File: src/rtl/antiq_cmd_arbiter_if.sv
// Requester-fabric and queue-side signal bundle for antiq_cmd_arbiter.
// slave = arbiter view, master = requesters plus queue instance view.
interface antiq_cmd_arbiter_if #(
    parameter int N_REQ = 4,
    parameter int DEPTH = 5,
    parameter int DW    = 16
);
    localparam int ID_W = $clog2(DEPTH) + 1;

    logic [N_REQ-1:0]      req_valid_i;
    logic [2*N_REQ-1:0]    req_op_i;
    logic [DW*N_REQ-1:0]   req_data_i;
    logic [ID_W*N_REQ-1:0] req_id_i;
    logic [N_REQ-1:0]      req_gnt_o;
    logic [N_REQ-1:0]      rsp_valid_o;
    logic [DW-1:0]         rsp_data_o;
    logic [ID_W-1:0]       rsp_id_o;
    logic                  rsp_err_o;

    logic                  q_push_o;
    logic                  q_pop_o;
    logic                  q_drop_o;
    logic [DW-1:0]         q_data_o;
    logic [ID_W-1:0]       q_drop_id_o;
    logic                  q_push_rdy_i;
    logic                  q_pop_rdy_i;
    logic                  q_drop_rdy_i;
    logic                  q_full_i;
    logic                  q_empty_i;
    logic [ID_W-1:0]       q_push_id_i;
    logic [DW-1:0]         q_data_i;

    modport slave (
        input  req_valid_i, req_op_i, req_data_i, req_id_i,
        input  q_push_rdy_i, q_pop_rdy_i, q_drop_rdy_i, q_full_i, q_empty_i,
        input  q_push_id_i, q_data_i,
        output req_gnt_o, rsp_valid_o, rsp_data_o, rsp_id_o, rsp_err_o,
        output q_push_o, q_pop_o, q_drop_o, q_data_o, q_drop_id_o
    );

    modport master (
        output req_valid_i, req_op_i, req_data_i, req_id_i,
        output q_push_rdy_i, q_pop_rdy_i, q_drop_rdy_i, q_full_i, q_empty_i,
        output q_push_id_i, q_data_i,
        input  req_gnt_o, rsp_valid_o, rsp_data_o, rsp_id_o, rsp_err_o,
        input  q_push_o, q_pop_o, q_drop_o, q_data_o, q_drop_id_o
    );
endinterface

File: src/rtl/antiq_cmd_arbiter.sv
// Round-robin arbiter sharing one AnTiQ queue command port among N_REQ requesters.
// Define ANTIQ_ARB_POP_PRIO_EN to let pops win over push/drop in IDLE.
//
// state | meaning
// IDLE  | pick a requester, latch its command, reject or go issue
// ISSUE | strobe the queue command, sample head data for a pop
// WAIT  | wait for the op's ready (from 2nd cycle) or time out
// RESP  | return data/ID/error to the winner
module antiq_cmd_arbiter #(
    parameter int N_REQ   = 4,
    parameter int DEPTH   = 5,
    parameter int DW      = 16,
    parameter int TIMEOUT = 16
) (
    input logic                 clk_i,
    input logic                 rst_i,
    antiq_cmd_arbiter_if.slave  arb_if
);
    localparam int ID_W  = $clog2(DEPTH) + 1;
    localparam int IDX_W = $clog2(N_REQ);
    localparam int CNT_W = $clog2(TIMEOUT + 1);

    localparam logic [CNT_W-1:0] CNT_LOAD = CNT_W'(TIMEOUT - 1);
    localparam logic [CNT_W-1:0] CNT_PID  = CNT_W'(TIMEOUT - 2);
    localparam logic [IDX_W-1:0] IDX_LAST = IDX_W'(N_REQ - 1);

    localparam logic [1:0] OP_PUSH = 2'b00;
    localparam logic [1:0] OP_DROP = 2'b01;
    localparam logic [1:0] OP_POP  = 2'b10;
    localparam logic [1:0] OP_RSV  = 2'b11;

    typedef enum logic [1:0] {IDLE, ISSUE, WAIT, RESP} state_t;

    state_t           state_q;
    logic [IDX_W-1:0] ptr_q;
    logic [IDX_W-1:0] win_q;
    logic [1:0]       op_q;
    logic [DW-1:0]    data_q;
    logic [ID_W-1:0]  id_q;
    logic [DW-1:0]    pop_data_q;
    logic [ID_W-1:0]  push_id_q;
    logic             err_q;
    logic [CNT_W-1:0] cnt_q;

    logic [N_REQ-1:0] gnt_q;
    logic [N_REQ-1:0] rsp_valid_q;
    logic [DW-1:0]    rsp_data_q;
    logic [ID_W-1:0]  rsp_id_q;
    logic             rsp_err_q;
    logic             q_push_q;
    logic             q_pop_q;
    logic             q_drop_q;
    logic [DW-1:0]    q_data_q;
    logic [ID_W-1:0]  q_drop_id_q;

    // Lowest offset from start wins; result is {found, index}.
    function automatic logic [IDX_W:0] rr_pick(input logic [N_REQ-1:0] mask,
                                               input logic [IDX_W-1:0] start);
        logic [IDX_W:0] res;
        logic [IDX_W:0] sum;
        res = '0;
        for (int i = N_REQ - 1; i >= 0; i--) begin
            sum = {1'b0, start} + (IDX_W + 1)'(i);
            if (sum >= (IDX_W + 1)'(N_REQ)) begin
                sum = sum - (IDX_W + 1)'(N_REQ);
            end
            if (mask[sum[IDX_W-1:0]]) begin
                res = {1'b1, sum[IDX_W-1:0]};
            end
        end
        return res;
    endfunction

    logic [IDX_W:0]   sel_d;
    logic             sel_vld;
    logic [IDX_W-1:0] sel_idx;
    logic [IDX_W-1:0] sel_nxt;
    logic [1:0]       sel_op;
    logic [DW-1:0]    sel_data;
    logic [ID_W-1:0]  sel_id;
    logic             sel_rej;
    logic             sel_rdy;
    logic             op_rdy;

`ifdef ANTIQ_ARB_POP_PRIO_EN
    logic [IDX_W-1:0] pop_ptr_q;
    logic [N_REQ-1:0] pop_mask;
    logic [IDX_W:0]   pick_all;
    logic [IDX_W:0]   pick_pop;

    always_comb begin
        pop_mask = '0;
        for (int i = 0; i < N_REQ; i++) begin
            pop_mask[i] = arb_if.req_valid_i[i] && (arb_if.req_op_i[2*i +: 2] == OP_POP);
        end
    end

    assign pick_all = rr_pick(arb_if.req_valid_i, ptr_q);
    assign pick_pop = rr_pick(pop_mask, pop_ptr_q);
    assign sel_d    = pick_pop[IDX_W] ? pick_pop : pick_all;
`else
    assign sel_d    = rr_pick(arb_if.req_valid_i, ptr_q);
`endif

    assign sel_vld  = sel_d[IDX_W];
    assign sel_idx  = sel_d[IDX_W-1:0];
    assign sel_nxt  = (sel_idx == IDX_LAST) ? '0 : sel_idx + 1'b1;
    assign sel_op   = arb_if.req_op_i[2*int'(sel_idx) +: 2];
    assign sel_data = arb_if.req_data_i[DW*int'(sel_idx) +: DW];
    assign sel_id   = arb_if.req_id_i[ID_W*int'(sel_idx) +: ID_W];

    assign sel_rej = (sel_op == OP_RSV)
                   || ((sel_op == OP_PUSH) && arb_if.q_full_i)
                   || (((sel_op == OP_POP) || (sel_op == OP_DROP)) && arb_if.q_empty_i);

    always_comb begin
        sel_rdy = 1'b0;
        case (sel_op)
            OP_PUSH: sel_rdy = arb_if.q_push_rdy_i;
            OP_DROP: sel_rdy = arb_if.q_drop_rdy_i;
            OP_POP:  sel_rdy = arb_if.q_pop_rdy_i;
            default: sel_rdy = 1'b0;
        endcase
    end

    always_comb begin
        op_rdy = 1'b0;
        case (op_q)
            OP_PUSH: op_rdy = arb_if.q_push_rdy_i;
            OP_DROP: op_rdy = arb_if.q_drop_rdy_i;
            OP_POP:  op_rdy = arb_if.q_pop_rdy_i;
            default: op_rdy = 1'b0;
        endcase
    end

    always_ff @(posedge clk_i or posedge rst_i) begin
        if (rst_i) begin
            state_q     <= IDLE;
            ptr_q       <= '0;
`ifdef ANTIQ_ARB_POP_PRIO_EN
            pop_ptr_q   <= '0;
`endif
            win_q       <= '0;
            op_q        <= OP_PUSH;
            data_q      <= '0;
            id_q        <= '0;
            pop_data_q  <= '0;
            push_id_q   <= '0;
            err_q       <= 1'b0;
            cnt_q       <= '0;
            gnt_q       <= '0;
            rsp_valid_q <= '0;
            rsp_data_q  <= '0;
            rsp_id_q    <= '0;
            rsp_err_q   <= 1'b0;
            q_push_q    <= 1'b0;
            q_pop_q     <= 1'b0;
            q_drop_q    <= 1'b0;
            q_data_q    <= '0;
            q_drop_id_q <= '0;
        end else begin
            gnt_q       <= '0;
            rsp_valid_q <= '0;
            rsp_data_q  <= '0;
            rsp_id_q    <= '0;
            rsp_err_q   <= 1'b0;
            q_push_q    <= 1'b0;
            q_pop_q     <= 1'b0;
            q_drop_q    <= 1'b0;

            case (state_q)
                IDLE: begin
                    // A ready-blocked winner holds off all others; no grant this cycle.
                    if (sel_vld && (sel_rej || sel_rdy)) begin
                        gnt_q       <= N_REQ'(1) << sel_idx;
                        win_q       <= sel_idx;
                        op_q        <= sel_op;
                        data_q      <= sel_data;
                        id_q        <= sel_id;
                        q_data_q    <= sel_data;
                        q_drop_id_q <= sel_id;
                        pop_data_q  <= '0;
                        push_id_q   <= '0;
                        err_q       <= sel_rej;
`ifdef ANTIQ_ARB_POP_PRIO_EN
                        if (sel_op == OP_POP) begin
                            pop_ptr_q <= sel_nxt;
                        end else begin
                            ptr_q <= sel_nxt;
                        end
`else
                        ptr_q       <= sel_nxt;
`endif
                        state_q     <= sel_rej ? RESP : ISSUE;
                    end
                end

                ISSUE: begin
                    q_push_q <= (op_q == OP_PUSH);
                    q_pop_q  <= (op_q == OP_POP);
                    q_drop_q <= (op_q == OP_DROP);
                    if (op_q == OP_POP) begin
                        pop_data_q <= arb_if.q_data_i;
                    end
                    cnt_q    <= CNT_LOAD;
                    state_q  <= WAIT;
                end

                WAIT: begin
                    // The queue answers a push with its ID one cycle after the strobe.
                    if ((op_q == OP_PUSH) && (cnt_q == CNT_PID)) begin
                        push_id_q <= arb_if.q_push_id_i;
                    end
                    if ((cnt_q != CNT_LOAD) && op_rdy) begin
                        err_q   <= 1'b0;
                        state_q <= RESP;
                    end else if (cnt_q == '0) begin
                        err_q   <= 1'b1;
                        state_q <= RESP;
                    end else begin
                        cnt_q   <= cnt_q - 1'b1;
                    end
                end

                RESP: begin
                    rsp_valid_q <= N_REQ'(1) << win_q;
                    rsp_err_q   <= err_q;
                    if (!err_q) begin
                        rsp_data_q <= (op_q == OP_POP)  ? pop_data_q : '0;
                        rsp_id_q   <= (op_q == OP_PUSH) ? push_id_q  : '0;
                    end
                    state_q     <= IDLE;
                end

                default: state_q <= IDLE;
            endcase
        end
    end

    assign arb_if.req_gnt_o   = gnt_q;
    assign arb_if.rsp_valid_o = rsp_valid_q;
    assign arb_if.rsp_data_o  = rsp_data_q;
    assign arb_if.rsp_id_o    = rsp_id_q;
    assign arb_if.rsp_err_o   = rsp_err_q;
    assign arb_if.q_push_o    = q_push_q;
    assign arb_if.q_pop_o     = q_pop_q;
    assign arb_if.q_drop_o    = q_drop_q;
    assign arb_if.q_data_o    = q_data_q;
    assign arb_if.q_drop_id_o = q_drop_id_q;

endmodule

File: src/flat_wrapper.sv
// flat-port wrapper written by rule: the top's interface ports become plain ports
module antiq_cmd_arbiter_flat 
#(
    parameter int N_REQ   = 4,
    parameter int DEPTH   = 5,
    parameter int DW      = 16,
    parameter int TIMEOUT = 16
)
  (clk_i, rst_i, arb_if_req_valid_i, arb_if_req_op_i, arb_if_req_data_i, arb_if_req_id_i, arb_if_q_push_rdy_i, arb_if_q_pop_rdy_i, arb_if_q_drop_rdy_i, arb_if_q_full_i, arb_if_q_empty_i, arb_if_q_push_id_i, arb_if_q_data_i, arb_if_req_gnt_o, arb_if_rsp_valid_o, arb_if_rsp_data_o, arb_if_rsp_id_o, arb_if_rsp_err_o, arb_if_q_push_o, arb_if_q_pop_o, arb_if_q_drop_o, arb_if_q_data_o, arb_if_q_drop_id_o);
  antiq_cmd_arbiter_if #(.N_REQ(N_REQ), .DEPTH(DEPTH), .DW(DW)) arb_if_i ();
  input logic clk_i;
  input logic rst_i;
  input wire logic [$bits(arb_if_i.req_valid_i)-1:0] arb_if_req_valid_i;
  input wire logic [$bits(arb_if_i.req_op_i)-1:0] arb_if_req_op_i;
  input wire logic [$bits(arb_if_i.req_data_i)-1:0] arb_if_req_data_i;
  input wire logic [$bits(arb_if_i.req_id_i)-1:0] arb_if_req_id_i;
  input wire logic [$bits(arb_if_i.q_push_rdy_i)-1:0] arb_if_q_push_rdy_i;
  input wire logic [$bits(arb_if_i.q_pop_rdy_i)-1:0] arb_if_q_pop_rdy_i;
  input wire logic [$bits(arb_if_i.q_drop_rdy_i)-1:0] arb_if_q_drop_rdy_i;
  input wire logic [$bits(arb_if_i.q_full_i)-1:0] arb_if_q_full_i;
  input wire logic [$bits(arb_if_i.q_empty_i)-1:0] arb_if_q_empty_i;
  input wire logic [$bits(arb_if_i.q_push_id_i)-1:0] arb_if_q_push_id_i;
  input wire logic [$bits(arb_if_i.q_data_i)-1:0] arb_if_q_data_i;
  output wire logic [$bits(arb_if_i.req_gnt_o)-1:0] arb_if_req_gnt_o;
  output wire logic [$bits(arb_if_i.rsp_valid_o)-1:0] arb_if_rsp_valid_o;
  output wire logic [$bits(arb_if_i.rsp_data_o)-1:0] arb_if_rsp_data_o;
  output wire logic [$bits(arb_if_i.rsp_id_o)-1:0] arb_if_rsp_id_o;
  output wire logic [$bits(arb_if_i.rsp_err_o)-1:0] arb_if_rsp_err_o;
  output wire logic [$bits(arb_if_i.q_push_o)-1:0] arb_if_q_push_o;
  output wire logic [$bits(arb_if_i.q_pop_o)-1:0] arb_if_q_pop_o;
  output wire logic [$bits(arb_if_i.q_drop_o)-1:0] arb_if_q_drop_o;
  output wire logic [$bits(arb_if_i.q_data_o)-1:0] arb_if_q_data_o;
  output wire logic [$bits(arb_if_i.q_drop_id_o)-1:0] arb_if_q_drop_id_o;
  assign arb_if_i.req_valid_i = arb_if_req_valid_i;
  assign arb_if_i.req_op_i = arb_if_req_op_i;
  assign arb_if_i.req_data_i = arb_if_req_data_i;
  assign arb_if_i.req_id_i = arb_if_req_id_i;
  assign arb_if_i.q_push_rdy_i = arb_if_q_push_rdy_i;
  assign arb_if_i.q_pop_rdy_i = arb_if_q_pop_rdy_i;
  assign arb_if_i.q_drop_rdy_i = arb_if_q_drop_rdy_i;
  assign arb_if_i.q_full_i = arb_if_q_full_i;
  assign arb_if_i.q_empty_i = arb_if_q_empty_i;
  assign arb_if_i.q_push_id_i = arb_if_q_push_id_i;
  assign arb_if_i.q_data_i = arb_if_q_data_i;
  assign arb_if_req_gnt_o = arb_if_i.req_gnt_o;
  assign arb_if_rsp_valid_o = arb_if_i.rsp_valid_o;
  assign arb_if_rsp_data_o = arb_if_i.rsp_data_o;
  assign arb_if_rsp_id_o = arb_if_i.rsp_id_o;
  assign arb_if_rsp_err_o = arb_if_i.rsp_err_o;
  assign arb_if_q_push_o = arb_if_i.q_push_o;
  assign arb_if_q_pop_o = arb_if_i.q_pop_o;
  assign arb_if_q_drop_o = arb_if_i.q_drop_o;
  assign arb_if_q_data_o = arb_if_i.q_data_o;
  assign arb_if_q_drop_id_o = arb_if_i.q_drop_id_o;
  antiq_cmd_arbiter #(.N_REQ(N_REQ), .DEPTH(DEPTH), .DW(DW), .TIMEOUT(TIMEOUT)) u_core (.clk_i(clk_i), .rst_i(rst_i), .arb_if(arb_if_i));
endmodule
File: config.mk
export PLATFORM = sky130hd
export DESIGN_NAME = antiq_cmd_arbiter_flat
export DESIGN_NICKNAME = d
export VERILOG_FILES = /design/src/rtl/antiq_cmd_arbiter_if.sv /design/src/rtl/antiq_cmd_arbiter.sv /design/src/flat_wrapper.sv
export SDC_FILE = /design/constraint.sdc
export NUM_CORES = 1
export LEC_CHECK = 0
export ABC_AREA = 1
export BUFFER_PORTS_ARGS = -buffer_cell sky130_fd_sc_hd__buf_2
export CORE_UTILIZATION = 30
export CTS_CLUSTER_DIAMETER = 120
export DETAILED_ROUTE_END_ITERATION = 6
export PLACE_DENSITY = 0.49
export SLEW_MARGIN = 20
export SYNTH_ARGS = -nofsm -noshare
export SYNTH_HDL_FRONTEND = slang
export SYNTH_SLANG_ARGS = --single-unit
File: constraint.sdc
create_clock -name clk_i -period 3.4 [get_ports clk_i]
set_input_delay 0.68 -clock clk_i [delete_from_list [all_inputs] [get_ports clk_i]]
set_output_delay 0.68 -clock clk_i [all_outputs]
set_load 0.005 [all_outputs]
==> results of run 1 <==
worst max-delay path by stage:
stage                           from                         end  slack (ns)  depth (start not counted)
2_1_floorplan  arb_if_req_valid_i[3]  u_core.arb_if.q_data_o[10]        0.32                         19
5_1_grt              u_core.ptr_q[0]         u_core.push_id_q[0]        0.03                         21
6_report             u_core.ptr_q[0]         u_core.push_id_q[1]        0.35                         21
3_3_place_gp   arb_if_req_valid_i[3]         u_core.push_id_q[3]        0.15                         21
4_1_cts              u_core.ptr_q[0]  u_core.arb_if.q_data_o[15]        0.17                         19
3_5_place_dp   arb_if_req_valid_i[3]  u_core.arb_if.q_data_o[15]       0.003                         21
per-layer routing:
metal / vias to the layer above / wire length [µm]
li1: 2258 / -
met1: 1969 / 6050
met2: 147 / 5520
met3: 12 / 842
met4: 0 / 163
met5: - / 0
power breakdown:
group / internal [mW] / leakage (nW) / switching, mW / total, mW
clock: 0.679 / 0.167 / 0.445 / 1.12
combinational: 1.52 / 2.18 / 2.46 / 3.98
sequential: 1.35 / 1.12 / 0.188 / 1.54
total: 3.55 / 3.47 / 3.10 / 6.65
state kept, by name, indices dropped and copies added, names as in the netlist, 4 cells and up:
register	cells
u_core.pop_data_q	16
u_core.cnt_q	5
u_core.arb_if.q_data_o	16
u_core.arb_if.req_gnt_o	4
u_core.arb_if.rsp_data_o	16
u_core.arb_if.q_drop_id_o	4
u_core.arb_if.rsp_valid_o	4
u_core.arb_if.rsp_id_o	4
u_core.push_id_q	4
critical path: stages, from the launching register on:
cell and delay (ns):
dfrtp_2 0.49, inv_2 0.13, nand2_1 0.11, nand2_1 0.09, nand2_2 0.06, nand3_2 0.09, nand2_1 0.05, nand2_1 0.17
nand2_2 0.11, nand2_1 0.07, nand3_1 0.09, nand2_1 0.11, inv_1 0.06, ha_1 0.27, o21ai_1 0.17, nor2_1 0.07
nand2_1 0.13, nand3_4 0.17, o21ai_2 0.13, nand2_1 0.18, nand2_1 0.09, o21ai_0 0.08
cells by family (layout without fill, tap and decap cells):
logic type               after synthesis  count (layout)  share of synthesized area
adder cells (fa/ha/maj)               16              16                     0.0421
flip-flops                            86              86                      0.453
AND/OR/NAND/NOR                      314             314                      0.303
XOR/XNOR                               2               2                    0.00527
AO/OA/AOI/OAI                         56              56                     0.0721
buffers and inverters                139             314                      0.125
timing repair:
item,in CTS,in global routing
endpoints found under the setup margin,0,45
gates resized for setup,0,2
setup buffers,0,1
hold buffers,0,0
hold endpoints to repair,0,0
metrics by stage:
step / instances / setup slack [ns] / util
after global placement: 982 / 0.149 / 0.382
after global routing: 999 / 0.0300 / 0.405
final: 999 / 0.349 / 0.405
after detailed placement: 982 / 0.00282 / 0.382
after CTS: 998 / 0.173 / 0.404
after floorplan: 613 / 0.317 / -
cells in the mapped netlist (all sizes together), types with 2 or more instances:
master / count / share of area
clkbuf: 6 / 0.0050
nand4: 2 / 0.0026
inv: 110 / 0.087
o211ai: 12 / 0.019
nor2: 24 / 0.022
xnor2: 2 / 0.0053
buf: 23 / 0.033
nor3: 21 / 0.022
or2: 13 / 0.017
nand3: 97 / 0.11
a21oi: 8 / 0.011
ha: 16 / 0.042
nand2: 156 / 0.13
o21ai: 34 / 0.037
dfrtp: 86 / 0.45
final cells by class:
class | instances | area [µm²]
timing repair buffer | 188 | 1020
clock inverter | 6 | 100
clock buffer | 10 | 239
tap | 211 | 264
multi-input combinational | 388 | 2010
sequential | 86 | 2150
inverter | 110 | 418
fill | 1614 | 9110
==> flow_summary.ini, run 1 <==
[yosys]
ys_seq_area_frac = 0.453
synth_edf_count = 0
netlist_area_mm2 = 0.00475
synth_cells = 613
synth-async-reset-ratio = 1.00
yosysWarnings = 0
synthesis.area_per_instance_um2 = 7.75
ys_ff_latch = 86
ys_types = 32
syn_nets = 748
ys.flop_type = dfrtp_1

[floorplanning]
dieWidth_um = 128
initial_utilization = 0.310
rows = 45
die_area_mm2 = 0.0164
core-area_mm2 = 0.0153
io_pins = 171
dieHeight_um = 128

[worst_hold_path]
whs_endpoint = u_core.arb_if.rsp_valid_o[0]
hp-class = reg -> reg
holdCritStartpoint = u_core.win_q[0]
holdPathStages = 1

[setup_path]
r2r_end = u_core.push_id_q[1]
criticalPathCategory = reg -> reg
worstReg2RegStart = u_core.ptr_q[0]
worst-r2r-setup-slack_ns = 0.35
reg2reg_depth = 21
endpoint_kind = flop
cp_max_fo = 10
cp-start-kind = flop
critPathRequiredTime_ns = 3.61
cp.arrival_ns = 3.27

[clocking]
cts_sinks = 86
insertion_delay_ns = 0.34
clock_path_buffers = 2
cts_tree = yes
clk_pin_slew_ns = 0.07
clockRootBuffer = clkbuf_16
cts-buffers-inserted = 9
h-tree-depth = 3

[timing]
slew_viol_final = 0
max_freq_mhz = 328
setup_tns_ns = 0
slew_headroom = 0.477
period_minus_slack_ns = 3.05
tightest_slew_ns = 0.785
clock_skew_ns = 0.00912
rsz0062_at_grt = false
hold-worst-slack_ns = 0.472
final-setup-viol-count = 0
timing.final.crit_share = 0.897
hold_viol = 0

[global_route]
grt_first_pass_wirelength_um = 20900
use_met1 = 0.220
antenna_found_initial = 0
busiest_layer = met2
grt_pass1_vias = 4266
grt_overflow = 0
grt_use_met2 = 0.249
grt_max_degree = 87
grt.met3_usage = 0.0426
grt_usage = 0.162

[final_layout]
final_common_cell = buf_2
drive_above_1_share = 0.294
antenna_cells = 0
design_area_mm2 = 0.00621
nets = 918
syn2layout_area_growth_pct = 30.6
final_cell_mix = buf_2 (170), nand2_1 (150), inv_1 (104)

[place]
io_buffers = 170
hpwl_um = 9230
gp_congestion = 0.826
placed_area_mm2 = 0.00584

[route]
vias = 4386
post_drt_wl_per_cell_um = 12.6
ant_nets = 0
first_pass_iters = 4
viasPerCell = 4.39
drt-initial-drc-count = 191
drcViolationCount = 0
wirelength_um = 12600

[power_and_ir_drop]
leakage_nw = 3.47
power_density_mw_per_mm2 = 1070
vdd_ir_drop_max_mv = 0.627
finalPower_mw = 6.65

[outcome]
status = complete, no violations

[job]
drv_cap = 0
Note: power is estimated with default switching activity, not from simulation.
==> run 2: changes to the inputs <==
Settings changed: CELL_PAD_IN_SITES_DETAIL_PLACEMENT set to 1, CELL_PAD_IN_SITES_GLOBAL_PLACEMENT set to 1, PLACE_DENSITY 0.49 to 0.66.
==> flow_summary.ini, run 2 (synthesis results as in run 1) <==
[outcome]
status = complete, no violations

[global_route]
grt_first_pass_wirelength_um = 22600
antenna_found_initial = 3
grt_pass1_vias = 4678
grt_overflow = 0
grt_usage = 0.176
grt_max_degree = 56

[worst_hold_path]
hp-class = in -> async

[route]
drcViolationCount = 0
viasPerCell = 4.51
drt-initial-drc-count = 139
post_drt_wl_per_cell_um = 13.6
ant_nets = 0
wirelength_um = 13700
vias = 4534
first_pass_iters = 4

[clocking]
clockRootBuffer = clkbuf_16
cts_hold_buf = 0
h-tree-depth = 3
clk_pin_slew_ns = 0.07
cts-buffers-inserted = 9
clock_path_buffers = 2
cts_sinks = 86
cts_tree = yes
insertion_delay_ns = 0.34

[final_layout]
final_cell_mix = buf_2 (170), nand2_1 (148), inv_1 (104)
drive_above_1_share = 0.303
final_common_cell = buf_2
utilization = 0.408
syn2layout_area_growth_pct = 31.3
nets = 923

[setup_path]
criticalPathCategory = reg -> reg
r2r_end = u_core.pop_data_q[10]
cp_max_fo = 16
crit_path_end = u_core.pop_data_q[10]
crit_slowest_cell = dfrtp_2
worstReg2RegStart = u_core.ptr_q[0]
endpoint_kind = flop
cp_top_family = simple AND/OR/NAND/NOR gates
worst-r2r-setup-slack_ns = 0.31
slowest_delay_ns = 0.45
critPathRequiredTime_ns = 3.64
crit_start = u_core.ptr_q[0]
path_buf_inv = 4
cp.arrival_ns = 3.34
cp-start-kind = flop
cp.depth = 21
reg2reg_depth = 21
crit_top_cell = nand2_1
cp_cell_sequence = clkbuf_2, nand2_1, nand2_1, nand2_2, nand3_2, nand2_1, nand2_1, buf_4, nand3_1, nand3_2, nand2_1, inv_1, ha_1, o21ai_2, nor2_1, nand2_2, nand2_2, a21oi_4, buf_12, nand3_1, o21ai_0

[timing]
setup_tns_ns = 0
max_freq_mhz = 323
period_minus_slack_ns = 3.09
rsz0062_at_grt = false
slew_viol_final = 0
slew_headroom = 0.530
clock_skew_ns = 0.00863
tightest_slew_ns = 0.705
final-setup-viol-count = 0
timing.final.crit_share = 0.910
hold_viol = 0

[power_and_ir_drop]
seqPwrFrac = 0.226
p_sw_frac = 0.475
internal_power_mw = 3.55
vdd_ir_drop_max_mv = 0.408
clock_power_share = 0.146
leakage_nw = 3.48
power_density_mw_per_mm2 = 1080
pwr-share-comb = 0.628
switching_power_mw = 3.21

[job]
drv_cap = 0

[floorplanning]
initial_utilization = 0.310
dieHeight_um = 128
dieWidth_um = 128
core-area_mm2 = 0.0153
die_area_mm2 = 0.0164
io_pins = 171
rows = 45

[place]
gp_congestion = 0.893
hpwl_um = 10400
io_buffers = 170
run 2: changes by cell type in the layout (fill, tap and decap cells not counted), moves of 2 or more:
cell,change
buf_4,+2
diode_2,+2
clkinv_2,+3
nand2_1,-2
inv_8,-2
o21ai_2,+2
run 2: area by class of cell:
class | instances | area (µm²)
fill | 1908 | 9070
sequential | 86 | 2150
multi-input combinational | 388 | 2030
timing repair buffer | 193 | 1090
inverter | 110 | 415
tap | 211 | 264
clock buffer | 10 | 229
clock inverter | 6 | 61.3
antenna | 2 | 5.00
run 2: layer usage:
metal  vias up  part of all wire  GRT usage
met5         -            0.0023          0
met4         4             0.012     0.0533
met3        15             0.062     0.0426
met2       145              0.46      0.291
met1      2105              0.47      0.227
li1       2265                 -          -
run 2: worst min-delay path by stage:
stage	cells past startpoint	endpoint	slack (ns)
after detailed placement	2	u_core.arb_if.q_data_o[6]	0.46
after CTS	1	u_core.arb_if.rsp_valid_o[0]	0.47
after global routing	1	u_core.arb_if.rsp_valid_o[0]	0.49
final	2	u_core.arb_if.q_data_o[8]	0.46
after global placement	1	u_core.arb_if.rsp_valid_o[0]	0.45
after floorplan	1	u_core.arb_if.rsp_valid_o[0]	0.43
run 2: what timing repair did:
action	4_1_cts	5_1_grt
pin swaps	1	3
endpoints found under the setup margin	1	52
gates cloned	0	1
setup buffers	0	4
gates resized for setup	0	8
hold endpoints to repair	0	0
run 2: metrics by stage:
stage	setup WS [ns]	area [µm²]	hold WS (ns)	cells	total power, mW
floorplan	0.317	4750	0.432	613	4.45
global placement	0.100	5850	0.455	983	5.47
detailed placement	-0.124	5850	0.463	983	5.61
CTS	0.0136	6140	0.473	999	6.63
global route	0.0208	6240	0.493	1004	7.49
finish	0.306	6240	0.461	1006	6.76
run 2: worst register-to-register path, stage by stage (launching register included):
cell,delay (ns)
dfrtp_2,0.45
clkbuf_2,0.17
nand2_1,0.09
nand2_1,0.07
nand2_2,0.09
nand3_2,0.10
nand2_1,0.07
nand2_1,0.09
buf_4,0.17
nand3_1,0.09
nand3_2,0.09
nand2_1,0.12
inv_1,0.07
ha_1,0.28
o21ai_2,0.14
nor2_1,0.08
nand2_2,0.09
nand2_2,0.09
a21oi_4,0.24
buf_12,0.18
nand3_1,0.09
o21ai_0,0.14
run 2: power groups by stage:
stage | registers, mW | logic (mW) | clock network, mW
3_5_place_dp | 1.55 | 4.06 | 0
2_1_floorplan | 1.52 | 2.93 | 0
6_report | 1.53 | 4.25 | 0.987
5_1_grt | 1.57 | 4.86 | 1.05
3_3_place_gp | 1.54 | 3.93 | 0
4_1_cts | 1.54 | 4.08 | 1.02
==> run 3: changes to the inputs <==
Settings changed: ABC_AREA 1 to not set, PLACE_DENSITY 0.66 to 0.64.
==> flow_summary.ini, run 3 <==
[outcome]
status = complete, no violations

[final_layout]
ff_latch_area_mm2 = 0.00215
syn2layout_area_growth_pct = 34.4
nets = 716
final_common_cell = buf_2
design_area_mm2 = 0.00575
utilization = 0.414
final_cells = 765
final_cell_mix = buf_2 (170), dfrtp_1 (85), nand2_1 (73)
antenna_cells = 0
nFillCells = 1622
drive_above_1_share = 0.368
multi_input_area_mm2 = 0.00198

[power_and_ir_drop]
seqPwrFrac = 0.338
internal_power_mw = 2.90
pwr-share-comb = 0.439
leakage_nw = 2.98
p_sw_frac = 0.378
clock_power_share = 0.224
finalPower_mw = 4.67
power_density_mw_per_mm2 = 813
switching_power_mw = 1.77
vdd_ir_drop_max_mv = 0.278

[yosys]
synth_top_area_frac = 0.504
yosysWarnings = 0
yosysMostFrequentCell = dfrtp_1
synth_cells = 408
synth-async-reset-ratio = 1.00
netlist_area_mm2 = 0.00427
ys_ff_latch = 86
synthTopCellsByArea = dfrtp_1 (50%), mux2i_1 (11%), nand2_1 (6.4%)
ys_seq_area_frac = 0.504
yosysTopAreaCell = dfrtp_1
synth_top_cells_by_count = dfrtp_1 (86), nand2_1 (73), mux2i_1 (47), and2_1 (25), o21ai_0 (24)
syn_nets = 543
ys_types = 50
ys.flop_type = dfrtp_1
synthesis.area_per_instance_um2 = 10.5
synth_edf_count = 0

[clocking]
cts_sinks = 86
clockRootBuffer = clkbuf_16
insertion_delay_ns = 0.34
clk_pin_slew_ns = 0.06
cts-buffers-inserted = 9
h-tree-depth = 3
post_cts_buffers = 0
clock_path_buffers = 2
cts_tree = yes

[worst_hold_path]
hp-class = reg -> reg

[floorplanning]
initial_utilization = 0.308
dieWidth_um = 121
dieHeight_um = 121
die_area_mm2 = 0.0147
rows = 43
core-area_mm2 = 0.0139
io_pins = 171

[route]
wirelength_um = 12100
wl_met1_um = 5630
highest_layer = met4
dr_wl_met3_um = 431
first_pass_iters = 4
ant_nets = 0
viasPerCell = 4.81
drcViolationCount = 0
post_drt_wl_per_cell_um = 15.8
met2_length_um = 5900
drt-initial-drc-count = 173
vias = 3680

[timing]
slew_headroom = 0.393
hold-worst-slack_ns = 0.476
tightest_slew_ns = 0.910
timing.final.crit_share = 0.937
period_minus_slack_ns = 3.19
rsz0062_at_grt = false
clock_skew_ns = 0.00841
slew_viol_final = 0
max_freq_mhz = 314
hold_viol = 0
setup_slack_ns = 0.213
final-setup-viol-count = 0
setup_tns_ns = 0

[place]
hpwl_um = 9260
pre_cts_slack_ns = -0.106
placed_area_mm2 = 0.00542
gp_congestion = 0.804
io_buffers = 170
dp_cells = 750

[global_route]
grt_max_degree = 55
grt_pass1_vias = 3847
grt_usage = 0.171
antenna_found_initial = 0
grt_first_pass_wirelength_um = 19600
grt_overflow = 0

[setup_path]
critPathRequiredTime_ns = 3.64
criticalPathCategory = reg -> reg
cp_max_fo = 32
crit_slowest_cell = dfrtp_2
endpoint_kind = flop
cp.arrival_ns = 3.42
slowest_delay_ns = 0.45
cp_cell_sequence = mux2_4, a221oi_4, mux2_2, ha_1, a222oi_1, buf_4, a31oi_1, o22ai_2, buf_12, nand2_1, o21ai_0
cp-start-kind = flop

[job]
drv_cap = 0
[run 3: cell count changes in the layout (fill, tap and decap cells not counted), sizes merged, moves of 9 or more]
cell    change
nand2      -83
or2        -13
o221ai     +21
o21ai       -9
and2       +25
o211ai     -11
nor3       -17
mux2i      +47
nor2       -12
nand3      -96
inv        -95
[run 3: timing repair]
action | in CTS | in global routing
gates resized for setup | 0 | 5
endpoints found under the setup margin | 0 | 14
hold buffers | 0 | 0
[run 3: worst max-delay path: cells and delay by family, from the launching register on]
| kind | cells | cell delay [ns] |
|---|---|---|
| flops | 1 | 0.45 |
| compound gates | 5 | 1.25 |
| mux | 2 | 0.73 |
| simple gates | 1 | 0.07 |
| fa+ha+maj | 1 | 0.20 |
| buf+inv | 2 | 0.39 |
[run 3: kinds of logic after synthesis]
logic type	count (synthesis)	share of synthesized area
AND/OR/NAND/NOR	135	0.151
buffers and inverters	39	0.0392
multiplexers	50	0.119
AO/OA/AOI/OAI	82	0.141
flip-flops	86	0.504
adder cells (fa/ha/maj)	16	0.0468
[run 3: worst paths after layout]
check                      cells past startpoint  slack, ns                   from                        end
max                                           11       0.21        u_core.ptr_q[1]       u_core.pop_data_q[0]
min                                            2       0.48  u_core.pop_data_q[15]      u_core.pop_data_q[15]
max reg2reg                                   11       0.21        u_core.ptr_q[1]       u_core.pop_data_q[0]
min reg2reg                                    2       0.48  u_core.pop_data_q[15]      u_core.pop_data_q[15]
max in group asynchronous                      3       2.06                  rst_i            u_core.ptr_q[1]
min in group asynchronous                      2       0.51                  rst_i  u_core.arb_if.q_data_o[5]
[run 3: layout make-up]
cell class                 count  area share
clock buffer                  10      0.0399
multi-input combinational    283       0.344
sequential                    86       0.375
inverter                      15      0.0100
timing repair buffer         186       0.178
clock inverter                 5      0.0144
tap                          180      0.0392
[run 3: power groups by stage]
stage               Combinational [mW]  Sequential (mW)  Clock (mW)
floorplan                         1.33             1.53           0
global placement                  1.99             1.58           0
detailed placement                2.07             1.59           0
CTS                               2.08             1.58        1.09
global route                      2.31             1.63        1.13
finish                            2.05             1.58        1.05
[run 3: per-layer routing]
layer / vias to the layer above / GRT usage
met5: - / 0
met4: 0 / 0.0486
met1: 1809 / 0.224
li1: 1788 / -
met2: 75 / 0.280
met3: 8 / 0.0381
